[src/rtl/turn_controller_pkg.sv]
// Shared encodings for the game-sequencing logic: cell and result codes,
// turn FSM states, cursor direction codes and a saturating counter helper.
package turn_controller_pkg;

  localparam logic [1:0] CELL_O     = 2'b00;
  localparam logic [1:0] CELL_X     = 2'b01;
  localparam logic [1:0] CELL_EMPTY = 2'b10;

  localparam logic [1:0] RES_NONE = 2'b00;
  localparam logic [1:0] RES_O    = 2'b01;
  localparam logic [1:0] RES_X    = 2'b10;
  localparam logic [1:0] RES_DRAW = 2'b11;

  typedef enum logic [2:0] {
    S_WAIT  = 3'd0,
    S_CHECK = 3'd1,
    S_WRITE = 3'd2,
    S_EVAL  = 3'd3,
    S_OVER  = 3'd4
  } state_t;

  // Cursor movement codes shared with the control unit.
  typedef enum logic [1:0] {
    DIR_UP    = 2'b00,
    DIR_DOWN  = 2'b01,
    DIR_LEFT  = 2'b10,
    DIR_RIGHT = 2'b11
  } dir_t;

  function automatic logic [3:0] sat_inc(input logic [3:0] value, input logic [3:0] limit);
    logic [3:0] next_value;
    if (value < limit) begin
      next_value = value + 4'd1;
    end else begin
      next_value = limit;
    end
    return next_value;
  endfunction

endpackage

[src/rtl/turn_controller.sv]
// Turn sequencing FSM: validates a place request, strobes one grid write,
// samples the win checker, alternates players and holds the game-over state.
module turn_controller
  import turn_controller_pkg::*;
#(
  parameter int NUM_CELLS    = 9,
  parameter bit FIRST_PLAYER = 1'b0
) (
  input  logic       clk,
  input  logic       resetn,
  input  logic       place,
  input  logic       new_game,
  input  logic [3:0] cursor,
  input  logic [1:0] cell_state,
  input  logic [1:0] winner,
  output logic       wr_en,
  output logic [3:0] wr_addr,
  output logic [1:0] wr_value,
  output logic       clear_board,
  output logic       player,
  output logic [3:0] move_count,
  output logic       invalid_move,
  output logic       game_over,
  output logic [1:0] result
);

  localparam logic [3:0] CELL_LIMIT = 4'(NUM_CELLS);

  state_t     state_r, state_s;
  logic       player_r, player_s;
  logic [3:0] move_count_r, move_count_s;
  logic [3:0] wr_addr_r, wr_addr_s;
  logic [1:0] result_r, result_s;
  logic       wr_en_r, wr_en_s;
  logic       clear_board_r, clear_board_s;
  logic       invalid_move_r, invalid_move_s;
  logic       game_over_r, game_over_s;

  // State and datapath registers with synchronous active-low reset.
  always_ff @(posedge clk) begin
    if (!resetn) begin
      state_r        <= S_WAIT;
      player_r       <= FIRST_PLAYER;
      move_count_r   <= 4'd0;
      wr_addr_r      <= 4'd0;
      result_r       <= RES_NONE;
      wr_en_r        <= 1'b0;
      clear_board_r  <= 1'b0;
      invalid_move_r <= 1'b0;
      game_over_r    <= 1'b0;
    end else begin
      state_r        <= state_s;
      player_r       <= player_s;
      move_count_r   <= move_count_s;
      wr_addr_r      <= wr_addr_s;
      result_r       <= result_s;
      wr_en_r        <= wr_en_s;
      clear_board_r  <= clear_board_s;
      invalid_move_r <= invalid_move_s;
      game_over_r    <= game_over_s;
    end
  end

  // Next-state and next-output decode; strobes are computed one cycle ahead.
  always_comb begin
    state_s        = state_r;
    player_s       = player_r;
    move_count_s   = move_count_r;
    wr_addr_s      = wr_addr_r;
    result_s       = result_r;
    wr_en_s        = 1'b0;
    clear_board_s  = 1'b0;
    invalid_move_s = 1'b0;

    if (new_game) begin
      clear_board_s = 1'b1;
      player_s      = FIRST_PLAYER;
      move_count_s  = 4'd0;
      result_s      = RES_NONE;
      state_s       = S_WAIT;
    end else begin
      case (state_r)
        S_WAIT: begin
          if (place) begin
            wr_addr_s = cursor;
            if (cursor >= CELL_LIMIT) begin
              invalid_move_s = 1'b1;
            end else begin
              state_s = S_CHECK;
            end
          end else begin
            state_s = S_WAIT;
          end
        end
        S_CHECK: begin
          if (cell_state != CELL_EMPTY) begin
            invalid_move_s = 1'b1;
            state_s        = S_WAIT;
          end else begin
            wr_en_s = 1'b1;
            state_s = S_WRITE;
          end
        end
        S_WRITE: begin
          move_count_s = sat_inc(move_count_r, CELL_LIMIT);
          state_s      = S_EVAL;
        end
        S_EVAL: begin
          // move_count_r already includes the piece just written
          if ((winner == RES_O) || (winner == RES_X)) begin
            result_s = winner;
            state_s  = S_OVER;
          end else if (move_count_r == CELL_LIMIT) begin
            result_s = RES_DRAW;
            state_s  = S_OVER;
          end else begin
            player_s = ~player_r;
            state_s  = S_WAIT;
          end
        end
        S_OVER: begin
          state_s = S_OVER;
        end
        default: begin
          state_s = S_WAIT;
        end
      endcase
    end

    game_over_s = (state_s == S_OVER);
  end

  // A new_game landing in the write cycle must not let the strobe reach the grid.
  assign wr_en        = wr_en_r & ~new_game;
  assign wr_addr      = wr_addr_r;
  assign wr_value     = {1'b0, player_r};
  assign clear_board  = clear_board_r;
  assign player       = player_r;
  assign move_count   = move_count_r;
  assign invalid_move = invalid_move_r;
  assign game_over    = game_over_r;
  assign result       = result_r;

endmodule

[config.mk]
export PLATFORM = sky130hd
export DESIGN_NAME = turn_controller
export DESIGN_NICKNAME = d
export VERILOG_FILES = /design/src/rtl/turn_controller_pkg.sv /design/src/rtl/turn_controller.sv
export SDC_FILE = /design/constraint.sdc
export NUM_CORES = 1
export LEC_CHECK = 0
export ABC_AREA = 1
export BUFFER_PORTS_ARGS = -buffer_cell sky130_fd_sc_hd__buf_2
export CORE_UTILIZATION = 52
export DETAILED_ROUTE_END_ITERATION = 10
export PLACE_DENSITY_LB_ADDON = 0.3
export SETUP_SLACK_MARGIN = 0.5
export SYNTH_ARGS = -nofsm -noshare
export SYNTH_HDL_FRONTEND = slang
export SYNTH_SLANG_ARGS = --single-unit
[constraint.sdc]
create_clock -name clk -period 2.15 [get_ports clk]
set_input_delay 0.215 -clock clk [delete_from_list [all_inputs] [get_ports clk]]
set_output_delay 0.215 -clock clk [all_outputs]
set_load 0.1 [all_outputs]
# After elaboration in Yosys (flattened, before gate mapping)
# Index checks and enable logic that the tools add are counted.
# word_totals
rom_bits	0
out_inout_bits	17
mem_count	0
ram_bits	0
regBits	18
latch_bits	0
# op_classes
bitwise_logic	7
order_cmp	2
n_mul	0
n_mux	16
div	0
shifts	0
n_addsub	1
reduce_logical	8
eq_ne	9
# ops
operator	count
$mux W3	5
$pmux W3 S5	1
$eq A3 B2 Y1 const B	2
$eq A3 B3 Y1 const B	2
$mux W2	3
$not A1 Y1	6
$reduce_and A3 Y1	2
$mux W1	5
$add A4 B1 Y4 const B	1
$eq A4 B4 Y1 const B	1
$ge A4 B4 Y1 const B	1
$lt A4 B4 Y1 const B	1
$mux W4	1
$eq A3 B1 Y1 const B	1
$logic_not A3 Y1	1
$reduce_or A3 Y1	1
$eq A2 B1 Y1 const B	1
$eq A2 B2 Y1 const B	1
$ne A2 B2 Y1 const B	1
$pmux W1 S2	1
$reduce_and A2 Y1	1
$reduce_bool A2 Y1	1
$reduce_or A2 Y1	1
$and A1 B1 Y1	1
$logic_or A1 B1 Y1	1

# Depth between registers and ports, before layout
# Gate-level depths: netlist (run 1).
# depth
word_depth	6
ltp_mapped	7

# Worst setup path after synthesis (run 1)
# OpenSTA, ideal clock, no wires.
# synth_timing
path_kind	reg-to-reg
startpoint	register move_count_r[1], in the netlist move_count[1]
endpoint	register result_r[0], in the netlist result[0]
slack_ps	243
required_time_ps	2080
arrival_time_ps	1837
n_path_buf	0
stages_incl_launch_ff	8
path_cell_list	dfxtp_1 inv_1 ha_1 nand3_2 nand2_1 nand2_1 nand2_1 a21oi_1
# synth_between
elab_chain_cells	3
# synth_lines
item	line	source
start, declared	turn_controller.sv:31	logic [3:0] move_count_r, move_count_s;
start signal, assigned	turn_controller.sv:54	move_count_r <= move_count_s;
$eq A4 B4 Y1	turn_controller.sv:113	end else if (move_count_r == CELL_LIMIT) begin
$reduce_bool A2 Y1 (no source line)	-	
$reduce_and A2 Y1 (no source line)	-	
end signal, assigned	turn_controller.sv:56	result_r <= result_s;
end, declared	turn_controller.sv:33	logic [1:0] result_r, result_s;
# Every way passes these cells.
# A chain may end at the register's enable or synchronous reset.

# Worst setup path in the final report (run 1)
# layout_timing
startpoint	register move_count_r[2], in the netlist move_count[2]
endpoint	output port move_count[2]
# layout_lines
item	line	source
end, declared	turn_controller.sv:21	output logic [3:0] move_count,
# No word-level cell between the ends.

==> impl_metrics.tcl, run 1 <==
set metrics [dict create \
    vias 780 \
    cts_root_buf "clkbuf_4" \
    min_period_over_period 0.654 \
    cp.arrival_ps 1190 \
    grt_start_max_net_pins 11 \
    wl_per_cell_um 9.71 \
    synth_most_common_cell "nand2_1" \
    end_kind "output pin" \
    crit_required_ps 1930 \
    synth_common_cells "22 x nand2_1, 18 x dfxtp_1, 13 x a21oi_1, 13 x inv_1, 11 x nand3_1" \
    cts_resized 0 \
    cts_sinks 18 \
    cts_buffers 3 \
    ys.flop_type "dfxtp_1" \
    nNetsFinal 163 \
    path_buf_inv 1 \
    synth_area_um2 871 \
    hold_start "resetn" \
    core-area_mm2 0.00154 \
    path_clk_slew_ps 110 \
    cts_buffer_depth 2 \
    synthesis.instances 116 \
    cp-start-kind "flip-flop" \
    path_max_fanout 4 \
    ys_warn_count 0 \
    synth.distinct_cells 20 \
    max_freq_mhz 711 \
    track_usage 0.200 \
    rows 14 \
    stdcell_area_mm2 0.00105 \
    syn-num-nets 133 \
    post_cts_buffers 0 \
    syn_area_per_cell_um2 7.51 \
    synth_top_area_cell "dfxtp_1" \
    status "complete, no violations" \
    max_stage_delay_ps 460 \
    timing.critical_path.cells "buf_2" \
    ir_worst_vdd_mv 0.481 \
    cts_max_level 1 \
    grt_pass1_wl_um 2740 \
    cp_top_family "buffers and inverters" \
    p_per_area_mw_per_mm2 625 \
    dpl_cell_area_mm2 0.00102 \
    port_buffers 27 \
    rsz0062_at_grt "false" \
    areaGrowthSynthToFinish_pct 20.8 \
    grt_pass1_vias 712 \
    hpwl_um 1230 \
    hold_violations 0 \
    slowest_stage "buf_2" \
    final.setup.worst_slack_ps 744 \
    regToRegStartpoint "move_count[1]$_SDFFE_PP0N_" \
    drcViolationCount 0 \
    slew_viol_final 0 \
    cts_hold_buf 0 \
    routed_via_density 4.84 \
    drtIter0Drc 13 \
    timing.final.crit_period_ps 1410 \
    die_h_um 42.9 \
    num_antenna_cells 0 \
    synth_edf_count 0 \
    clock_skew_ps 8.19 \
    async_flop_share 0 \
    drv_cap 0 \
    antenna_found_initial 0 \
    antenna_left 0 \
    drive_gt1_frac 0.338 \
    initial_core_util 0.565 \
    critPathKind "flip-flop to output pin" \
    clk_latency_ps 300 \
    ys_ff_latch 18 \
    chipWidth_um 42.9 \
    gp_routability_congestion 0.827 \
    detail_route.first_pass.iterations 4 \
    ios 29 \
    drt-total-wl_um 1560 \
    setup_viol 0 \
    yosys-top-cells-area "dfxtp_1 41%, nand2_1 9.5%, a21oi_1 7.5%" \
    synth_top_area_frac 0.414 \
    hold_class "input port to flip-flop" \
    grt_overflow_total 0 \
    tns_ps 0 \
    p_leak_nw 0.536 \
    holdWs_ps 108 \
    die_area_mm2 0.00184 \
    crit_start "move_count[2]$_SDFFE_PP0N_" \
    place_ws_ps 1010 \
    yosysSeqAreaShare 0.414 \
    cts_tree "yes" \
]
==> final timing paths <==
path	to	slack [ps]	depth (start not counted)
worst max-delay path	move_count[2]	740	1
worst min-delay path	clear_board$_SDFF_PN0_	110	3
worst max register to register	result[0]$_SDFFE_PP0N_	990	7
worst min register to register	wr_addr[0]$_SDFFE_PN0P_	470	2
==> stage by stage <==
stage,util,power (mW),std cells
finish,0.683,0.658,161
global route,0.683,0.680,161
CTS,0.683,0.660,161
detailed placement,0.659,0.453,157
global placement,0.659,0.451,157
floorplan,-,0.430,116
==> per-layer routing <==
metal | vias to the layer above | share of wire | global-route usage
met2 | 18 | 0.51 | 0.379
met5 | - | 0 | 0
met3 | 3 | 0.046 | 0.0766
met4 | 0 | 0.0051 | 0.0375
li1 | 418 | - | -
met1 | 341 | 0.44 | 0.204
==> final cells by class <==
| type | instances | area [um2] |
|---|---|---|
| fill | 135 | 489 |
| multi-input combinational | 77 | 413 |
| sequential | 18 | 363 |
| timing repair buffer | 27 | 135 |
| inverter | 19 | 85.1 |
| clock buffer | 4 | 36.3 |
| tap | 16 | 20.0 |
==> state kept, by name, indices dropped and copies added, names as in the netlist <==
signal        cells
move_count        4
wr_addr           4
state_r           3
result            2
clear_board       1
game_over         1
invalid_move      1
player            1
wr_en_r           1
==> where the power goes <==
group | total [mW] | internal [mW] | switching (mW) | leakage (nW)
clock network | 0.213 | 0.103 | 0.109 | 0.0210
logic | 0.103 | 0.0258 | 0.0772 | 0.368
registers | 0.342 | 0.339 | 0.00291 | 0.147
==> logic make-up (layout without fill, tap and decap cells) <==
group	Yosys count	count (layout)	share of synthesized area
AOI/OAI and AO/OA	16	16	0.0919
xor gates and xnor gates	1	1	0.0101
adders and majority gates	5	5	0.0718
buffers and inverters	21	50	0.115
DFF	18	18	0.414
other	1	1	0.00431
and+or+nand+nor	54	54	0.293
==> cells in the final DEF (no fill, tap or decap) <==
| cell | instances |
|---|---|
| buf_2 | 27 |
| nand2_1 | 22 |
| dfxtp_1 | 16 |
| inv_1 | 13 |
| a21oi_1 | 13 |
| nand3_1 | 11 |
| nor2_1 | 9 |
| inv_2 | 5 |
| ha_1 | 5 |
| nor2_2 | 4 |
| nand2_2 | 3 |
| clkbuf_4 | 3 |
| nand3_2 | 2 |
| o21ai_1 | 2 |
| dfxtp_2 | 2 |
| nand4_1 | 1 |
| nor2_4 | 1 |
| o21ai_0 | 1 |
| bufinv_8 | 1 |
| xor2_1 | 1 |
| nor3_1 | 1 |
| conb_1 | 1 |
| clkbuf_8 | 1 |
Note: power is estimated with default switching activity, not from simulation.
==> run 2: changes to the inputs <==
--- a/config.mk
+++ b/config.mk
@@ -5,9 +5,9 @@
 export SDC_FILE = /design/constraint.sdc
 export NUM_CORES = 1
 export LEC_CHECK = 0
-export ABC_AREA = 1
+export ABC_AREA = 0
 export BUFFER_PORTS_ARGS = -buffer_cell sky130_fd_sc_hd__buf_2
-export CORE_UTILIZATION = 52
+export CORE_UTILIZATION = 44
 export DETAILED_ROUTE_END_ITERATION = 10
 export PLACE_DENSITY_LB_ADDON = 0.3
 export SETUP_SLACK_MARGIN = 0.5
==> constraint.sdc (replaced) <==
create_clock -name clk -period 1.2 [get_ports clk]
set_input_delay 0.12 -clock clk [delete_from_list [all_inputs] [get_ports clk]]
set_output_delay 0.12 -clock clk [all_outputs]
set_load 0.1 [all_outputs]
==> run 2 against run 1 <==
The run now ends with negative setup slack left; critical path depth is 2 higher; design area increased by 69%; register-to-register slack lost 1200 ps.
==> impl_metrics.tcl, run 2 <==
set metrics [dict create \
    path_clk_slew_ps 110 \
    synth_most_common_cell "dfxtp_1" \
    drt-total-wl_um 3610 \
    holdWs_ps 69.5 \
    final.setup.worst_slack_ps -212 \
    crit_required_ps 1430 \
    drcViolationCount 0 \
    clk_latency_ps 310 \
    mostFrequentLayoutCells "18 x buf_4, 16 x buf_12, 12 x dfxtp_4, 12 x buf_6, 11 x buf_2" \
    drive_gt1_frac 0.693 \
    placed_cells 161 \
    synth.distinct_cells 36 \
    hold_class "input port to flip-flop" \
    power_mw 1.27 \
    p_leak_nw 0.734 \
    layout_commonest_cell "buf_4" \
    min_period_over_period 1.18 \
    status "complete, but fails checks" \
    critPathKind "flip-flop to flip-flop" \
    rsz0062_at_grt "true" \
    die_area_mm2 0.00224 \
    port_buffers 27 \
    hold_violations 0 \
    nNetsFinal 171 \
    areaGrowthSynthToFinish_pct 96.8 \
    grt_pass1_vias 962 \
    yosys-top-cells-area "dfxtp_1 40%, ha_1 6.9%, a21oi_1 5.5%" \
    track_usage 0.282 \
    grt_start_max_net_pins 15 \
    drv_cap 0 \
    syn-num-nets 116 \
    slew_viol_final 0 \
    end_kind "flip-flop" \
    synth_area_um2 905 \
    yosysSeqAreaShare 0.398 \
    cts_buffers 3 \
    cts_sinks 18 \
    path_max_fanout 5 \
    multiInputGateArea_um2 616 \
    worst_pin_slew_ps 740 \
    initial_core_util 0.466 \
    cts_hold_buf 0 \
    ff_latch_area_um2 413 \
    synth_top_area_cell "dfxtp_1" \
    die_h_um 47.3 \
    detail_route.first_pass.iterations 4 \
    fillers 66 \
    chipWidth_um 47.3 \
    reg2reg_slack_ps -210 \
    final_cells 180 \
    setup_viol 15 \
    violations "negative setup slack" \
    cp.arrival_ps 1640 \
    p_per_area_mw_per_mm2 714 \
    cts_root_buf "clkbuf_4" \
    synth_edf_count 0 \
    ios 29 \
    clock_skew_ps 8.85 \
    core-area_mm2 0.00194 \
    rows 16 \
    final_util 0.917 \
    cp-start-kind "flip-flop" \
    num_antenna_cells 0 \
    maxSlewHeadroom 0.503 \
    grt_overflow_total 0 \
    antenna_left 0 \
    async_flop_share 0 \
    timing.final.crit_period_ps 1410 \
    ir_worst_vdd_mv 0.938 \
    antenna_found_initial 0 \
    max_freq_mhz 708 \
    vias 1042 \
    place_ws_ps -153 \
    drtIter0Drc 21 \
    cts_max_level 1 \
    synth_common_cells "18 x dfxtp_1, 10 x a21oi_1, 9 x inv_1, 6 x nand3b_1, 6 x nor2_1" \
    synthesis.instances 99 \
    grt_pass1_wl_um 4250 \
    gp_routability_congestion 0.763 \
    hpwl_um 1510 \
    synth_top_area_frac 0.398 \
    syn_area_per_cell_um2 9.14 \
    cts_buffer_depth 2 \
    cts_tree "yes" \
    wl_per_cell_um 20.0 \
    ys_warn_count 0 \
    ys_ff_latch 18 \
    routed_via_density 5.79 \
    ys.flop_type "dfxtp_1" \
]
[run 2: cell count changes after synthesis, sizes merged, moves of 3 or more]
cell | before | now
nand2b | 0 | 4
nand2 | 25 | 1
buf | 2 | 5
inv | 18 | 9
a21oi | 13 | 10
nand3 | 13 | 1
nor3b | 0 | 3
nor2 | 14 | 6
nand3b | 0 | 6
[run 2: cell type report]
| cell class | instances | share of cell area |
|---|---|---|
| clock buffers | 4 | 0.0204 |
| inverters | 9 | 0.0204 |
| multi-input cells | 65 | 0.346 |
| flip-flops and latches | 18 | 0.232 |
| well taps | 27 | 0.0190 |
| repair buffers | 57 | 0.363 |
[run 2: worst paths after layout]
| kind | depth (start not counted) | end | start |
|---|---|---|---|
| worst max-delay path | 3 | invalid_move$_SDFF_PP0_ | state_r[1]$_SDFF_PN0_ |
| worst min-delay path | 3 | wr_addr[3]$_SDFFE_PN0P_ | cursor[3] |
| worst max register to register | 3 | invalid_move$_SDFF_PP0_ | state_r[1]$_SDFF_PN0_ |
| worst min register to register | 2 | wr_addr[3]$_SDFFE_PN0P_ | wr_addr[3]$_SDFFE_PN0P_ |
[run 2: kinds of logic after synthesis]
family                     after synthesis  synth area share
muxes                                    2            0.0235
AOI/OAI and AO/OA                       24             0.162
buffers and inverters                   16            0.0885
and+or+nand+nor                         33             0.254
other                                    1           0.00415
DFF                                     18             0.398
adders and majority gates                5            0.0692
[run 2: repair_timing]
action	CTS	global route
setup buffers	7	8
endpoints found under the hold margin	0	0
resized for setup	61	17
pin swaps	10	5
setup endpoints to repair	33	33
[run 2: worst max-delay path, cell delays in order, from the launching register on]
cell	delay, ps
dfxtp_2	360
or4b_4	610
o2bb2ai_4	160
nor4b_4	200
[run 2: per-layer routing]
metal	global-route usage	up-vias	share of wire
li1	-	465	-
met1	0.306	506	0.36
met2	0.479	54	0.55
met3	0.0654	17	0.046
met4	0.194	0	0.046
met5	0	-	0
[run 2: where the power goes]
| group | total (mW) | internal, mW | switching, mW |
|---|---|---|---|
| combinational | 0.277 | 0.107 | 0.170 |
| sequential | 0.599 | 0.588 | 0.0111 |
| clock | 0.396 | 0.186 | 0.210 |
[run 2: through the flow]
stage | instance area [um2] | setup TNS, ps
final | 1780 | -1630
after global routing | 1780 | -2510
after CTS | 1630 | -737
after detailed placement | 1320 | -711
after global placement | 1320 | -360
after floorplan | 1040 | -1790
==> run 3: changes to the inputs <==
--- a/config.mk
+++ b/config.mk
@@ -7,7 +7,8 @@
 export LEC_CHECK = 0
 export ABC_AREA = 0
 export BUFFER_PORTS_ARGS = -buffer_cell sky130_fd_sc_hd__buf_2
-export CORE_UTILIZATION = 44
+export CORE_UTILIZATION = 46
+export CTS_BUF_LIST = sky130_fd_sc_hd__clkbuf_4
 export DETAILED_ROUTE_END_ITERATION = 10
 export PLACE_DENSITY_LB_ADDON = 0.3
 export SETUP_SLACK_MARGIN = 0.5
==> run 3 against run 2 <==
The flow now stops in 5_1_grt; synthesized cell count unchanged; area after synthesis unchanged.
==> impl_metrics.tcl, run 3 <==
set metrics [dict create \
    status "stopped before the end" \
    lastStage "5_1_grt" \
    error "[ERROR DPL-0033] detailed placement checks failed during check placement." \
    synth_top_family_by_area "simple AND/OR/NAND/NOR gates" \
    synth_edf_count 0 \
    cts_sinks 18 \
    syn_area_per_cell_um2 9.14 \
    initial_core_util 0.507 \
    async_flop_share 0 \
    die_h_um 46.3 \
    cts_buffer_depth 2 \
    cts_max_level 1 \
    gp_routability_congestion 0.735 \
    synth.distinct_cells 36 \
    dpl_cell_area_mm2 0.00132 \
    synthMuxAreaShare 0.0235 \
    worstEpCategory "register input" \
    yosysSeqAreaShare 0.398 \
    synth_most_common_cell "dfxtp_1" \
    yosys-top-cells-area "dfxtp_1 40%, ha_1 6.9%, a21oi_1 5.5%" \
    ys_ff_latch 18 \
    synth_area_um2 905 \
    cts_buffers 3 \
    placed_cells 159 \
    synth_common_cells "18 x dfxtp_1, 10 x a21oi_1, 9 x inv_1, 6 x nand3b_1, 6 x nor2_1" \
    synth_top_area_frac 0.398 \
    ios 29 \
    port_buffers 27 \
    synth_compound_area_frac 0.162 \
    cts_hold_buf 0 \
    cts_root_buf "clkbuf_4" \
    ys.flop_type "dfxtp_1" \
    hpwl_um 1610 \
    antenna_found_initial 0 \
    ys_warn_count 0 \
    rows 15 \
    grt_start_max_net_pins 15 \
    synth_top_area_cell "dfxtp_1" \
    synthAdderAreaFrac 0.0692 \
    synthesis.instances 99 \
    syn-num-nets 116 \
    chipWidth_um 46.3 \
    synthSimpleGateAreaFrac 0.254 \
    postGrtWorstEndpoint "player$_SDFFE_PP0P_/D" \
    synth-xor-area-share 0 \
]
## run 3: cell counts after synthesis
No cell type changed its count.
## run 3: logic make-up after synthesis
logic type,count (synthesis)
AO/OA/AOI/OAI,24
adder cells (fa/ha/maj),5
buffers and inverters,16
flip-flops,18
multiplexers,2
other,1
AND/OR/NAND/NOR,33
## run 3: per-stage QoR
stage | util | worst slack (ps)
after floorplan | - | -381
after global placement | 0.738 | -133
after detailed placement | 0.738 | -239
after CTS | 0.897 | -168
## run 3: repair_timing
action / CTS
setup endpoints to repair: 33
pin swaps: 10
gates resized for setup: 58
buffers inserted: 5
==> run 4: changes to the inputs <==
--- a/config.mk
+++ b/config.mk
@@ -7,11 +7,10 @@
 export LEC_CHECK = 0
 export ABC_AREA = 0
 export BUFFER_PORTS_ARGS = -buffer_cell sky130_fd_sc_hd__buf_2
-export CORE_UTILIZATION = 46
-export CTS_BUF_LIST = sky130_fd_sc_hd__clkbuf_4
+export CORE_AREA = 2 2 63 65
 export DETAILED_ROUTE_END_ITERATION = 10
-export PLACE_DENSITY_LB_ADDON = 0.3
-export SETUP_SLACK_MARGIN = 0.5
+export DIE_AREA = 0 0 65 67
+export PLACE_DENSITY_LB_ADDON = 0.15
 export SYNTH_ARGS = -nofsm -noshare
 export SYNTH_HDL_FRONTEND = slang
 export SYNTH_SLANG_ARGS = --single-unit
==> constraint.sdc (replaced) <==
create_clock -name clk -period 1.6 [get_ports clk]
set_input_delay 0.16 -clock clk [delete_from_list [all_inputs] [get_ports clk]]
set_output_delay 0.16 -clock clk [all_outputs]
set_load 0.1 [all_outputs]
==> run 4 against run 3 <==
The run now ends clean.
==> impl_metrics.tcl, run 4 (synthesis results as in run 2) <==
set metrics [dict create \
    die_area_mm2 0.00436 \
    drt-total-wl_um 1940 \
    cts_max_level 1 \
    grt_overflow_total 0 \
    vias 788 \
    clk_latency_ps 250 \
    antenna_found_initial 0 \
    cts_resized 0 \
    detail_route.first_pass.iterations 4 \
    cts_buffer_depth 2 \
    final_util 0.323 \
    cts_tree "yes" \
    whs_path_depth 2 \
    core-area_mm2 0.00361 \
    hold_violations 0 \
    place_ws_ps 123 \
    slowest_stage "dfxtp_4" \
    holdWs_ps 143 \
    antenna_left 0 \
    hold_start "resetn" \
    wl_per_cell_um 11.0 \
    ios 29 \
    drive_gt1_frac 0.372 \
    timing.final.crit_period_ps 1470 \
    r2r_cells 5 \
    path_clk_slew_ps 70 \
    max_stage_delay_ps 370 \
    cp-start-kind "flip-flop" \
    grt_start_max_net_pins 12 \
    track_usage 0.0996 \
    timing.critical_path.cells "inv_2 -> ha_1 -> and3b_1 -> o21ai_0 -> mux2_2" \
    fillers 398 \
    hold_class "input port to flip-flop" \
    setup_viol 0 \
    cp.arrival_ps 1620 \
    die_h_um 67 \
    gp_routability_congestion 0.705 \
    chipWidth_um 65 \
    clock_skew_ps 2.95 \
    post_cts_buffers 0 \
    power_mw 0.958 \
    drcViolationCount 0 \
    p_per_area_mw_per_mm2 822 \
    cts_hold_buf 0 \
    p_leak_nw 0.505 \
    crit_required_ps 1740 \
    drtIter0Drc 19 \
    initial_core_util 0.251 \
    port_buffers 27 \
    slew_viol_final 0 \
    path_max_fanout 5 \
    rows 22 \
    critPathKind "flip-flop to flip-flop" \
    layout_commonest_cell "buf_2" \
    grt_pass1_wl_um 3340 \
    crit_start "move_count[1]$_SDFFE_PP0N_" \
    grt_pass1_vias 744 \
    num_antenna_cells 0 \
    drv_cap 0 \
    tns_ps 0 \
    cts_buffers 3 \
    ff_latch_area_um2 370 \
    multiInputGateArea_um2 467 \
    mostFrequentLayoutCells "27 x buf_2, 14 x dfxtp_1, 10 x a21oi_1" \
    rsz0062_at_grt "false" \
    nNetsFinal 147 \
    hpwl_um 1540 \
    areaGrowthSynthToFinish_pct 28.9 \
    final.setup.worst_slack_ps 125 \
    status "complete, no violations" \
    routed_via_density 4.45 \
    min_period_over_period 0.922 \
    end_kind "flip-flop" \
    cts_sinks 18 \
    cts_root_buf "clkbuf_8" \
    ir_worst_vdd_mv 0.523 \
    max_freq_mhz 678 \
    regToRegStartpoint "move_count[1]$_SDFFE_PP0N_" \
]
==> run 4: worst max-delay path, delay by kind of cell, from the launching register on <==
kind	cells	cell delay, ps
adders and majority gates	1	160
muxes	1	360
and+or+nand+nor	1	190
DFF	1	370
AOI/OAI and AO/OA	1	240
buffers and inverters	1	40
==> run 4: through the flow <==
stage	cells	instance area (um2)
floorplan	99	917
global placement	173	1110
detailed placement	173	1110
CTS	177	1170
global route	177	1170
finish	177	1170
==> run 4: layout make-up <==
type	count	area share
repair buffers	33	0.155
inverters	9	0.0290
well taps	48	0.0515
flip-flops and latches	18	0.318
multi-input cells	65	0.400
clock buffers	4	0.0472
==> run 4: path summary, 6_finish.rpt <==
kind / slack, ps / end
worst max register to register: 130 / result[0]$_SDFFE_PP0N_
worst min-delay path: 140 / clear_board$_SDFF_PN0_
worst min register to register: 460 / result[1]$_SDFFE_PP0N_
worst max-delay path: 130 / result[0]$_SDFFE_PP0N_
==> run 4: per-layer routing <==
metal / vias up / global-route usage / routed length [um]
li1: 406 / - / -
met3: 2 / 0.0422 / 107
met1: 365 / 0.119 / 872
met5: - / 0 / 0
met2: 15 / 0.165 / 942
met4: 0 / 0.0239 / 17
==> run 4: power by group <==
| part | internal [mW] | switching (mW) |
|---|---|---|
| registers | 0.452 | 0.00387 |
| logic | 0.0364 | 0.0977 |
| clock network | 0.218 | 0.150 |
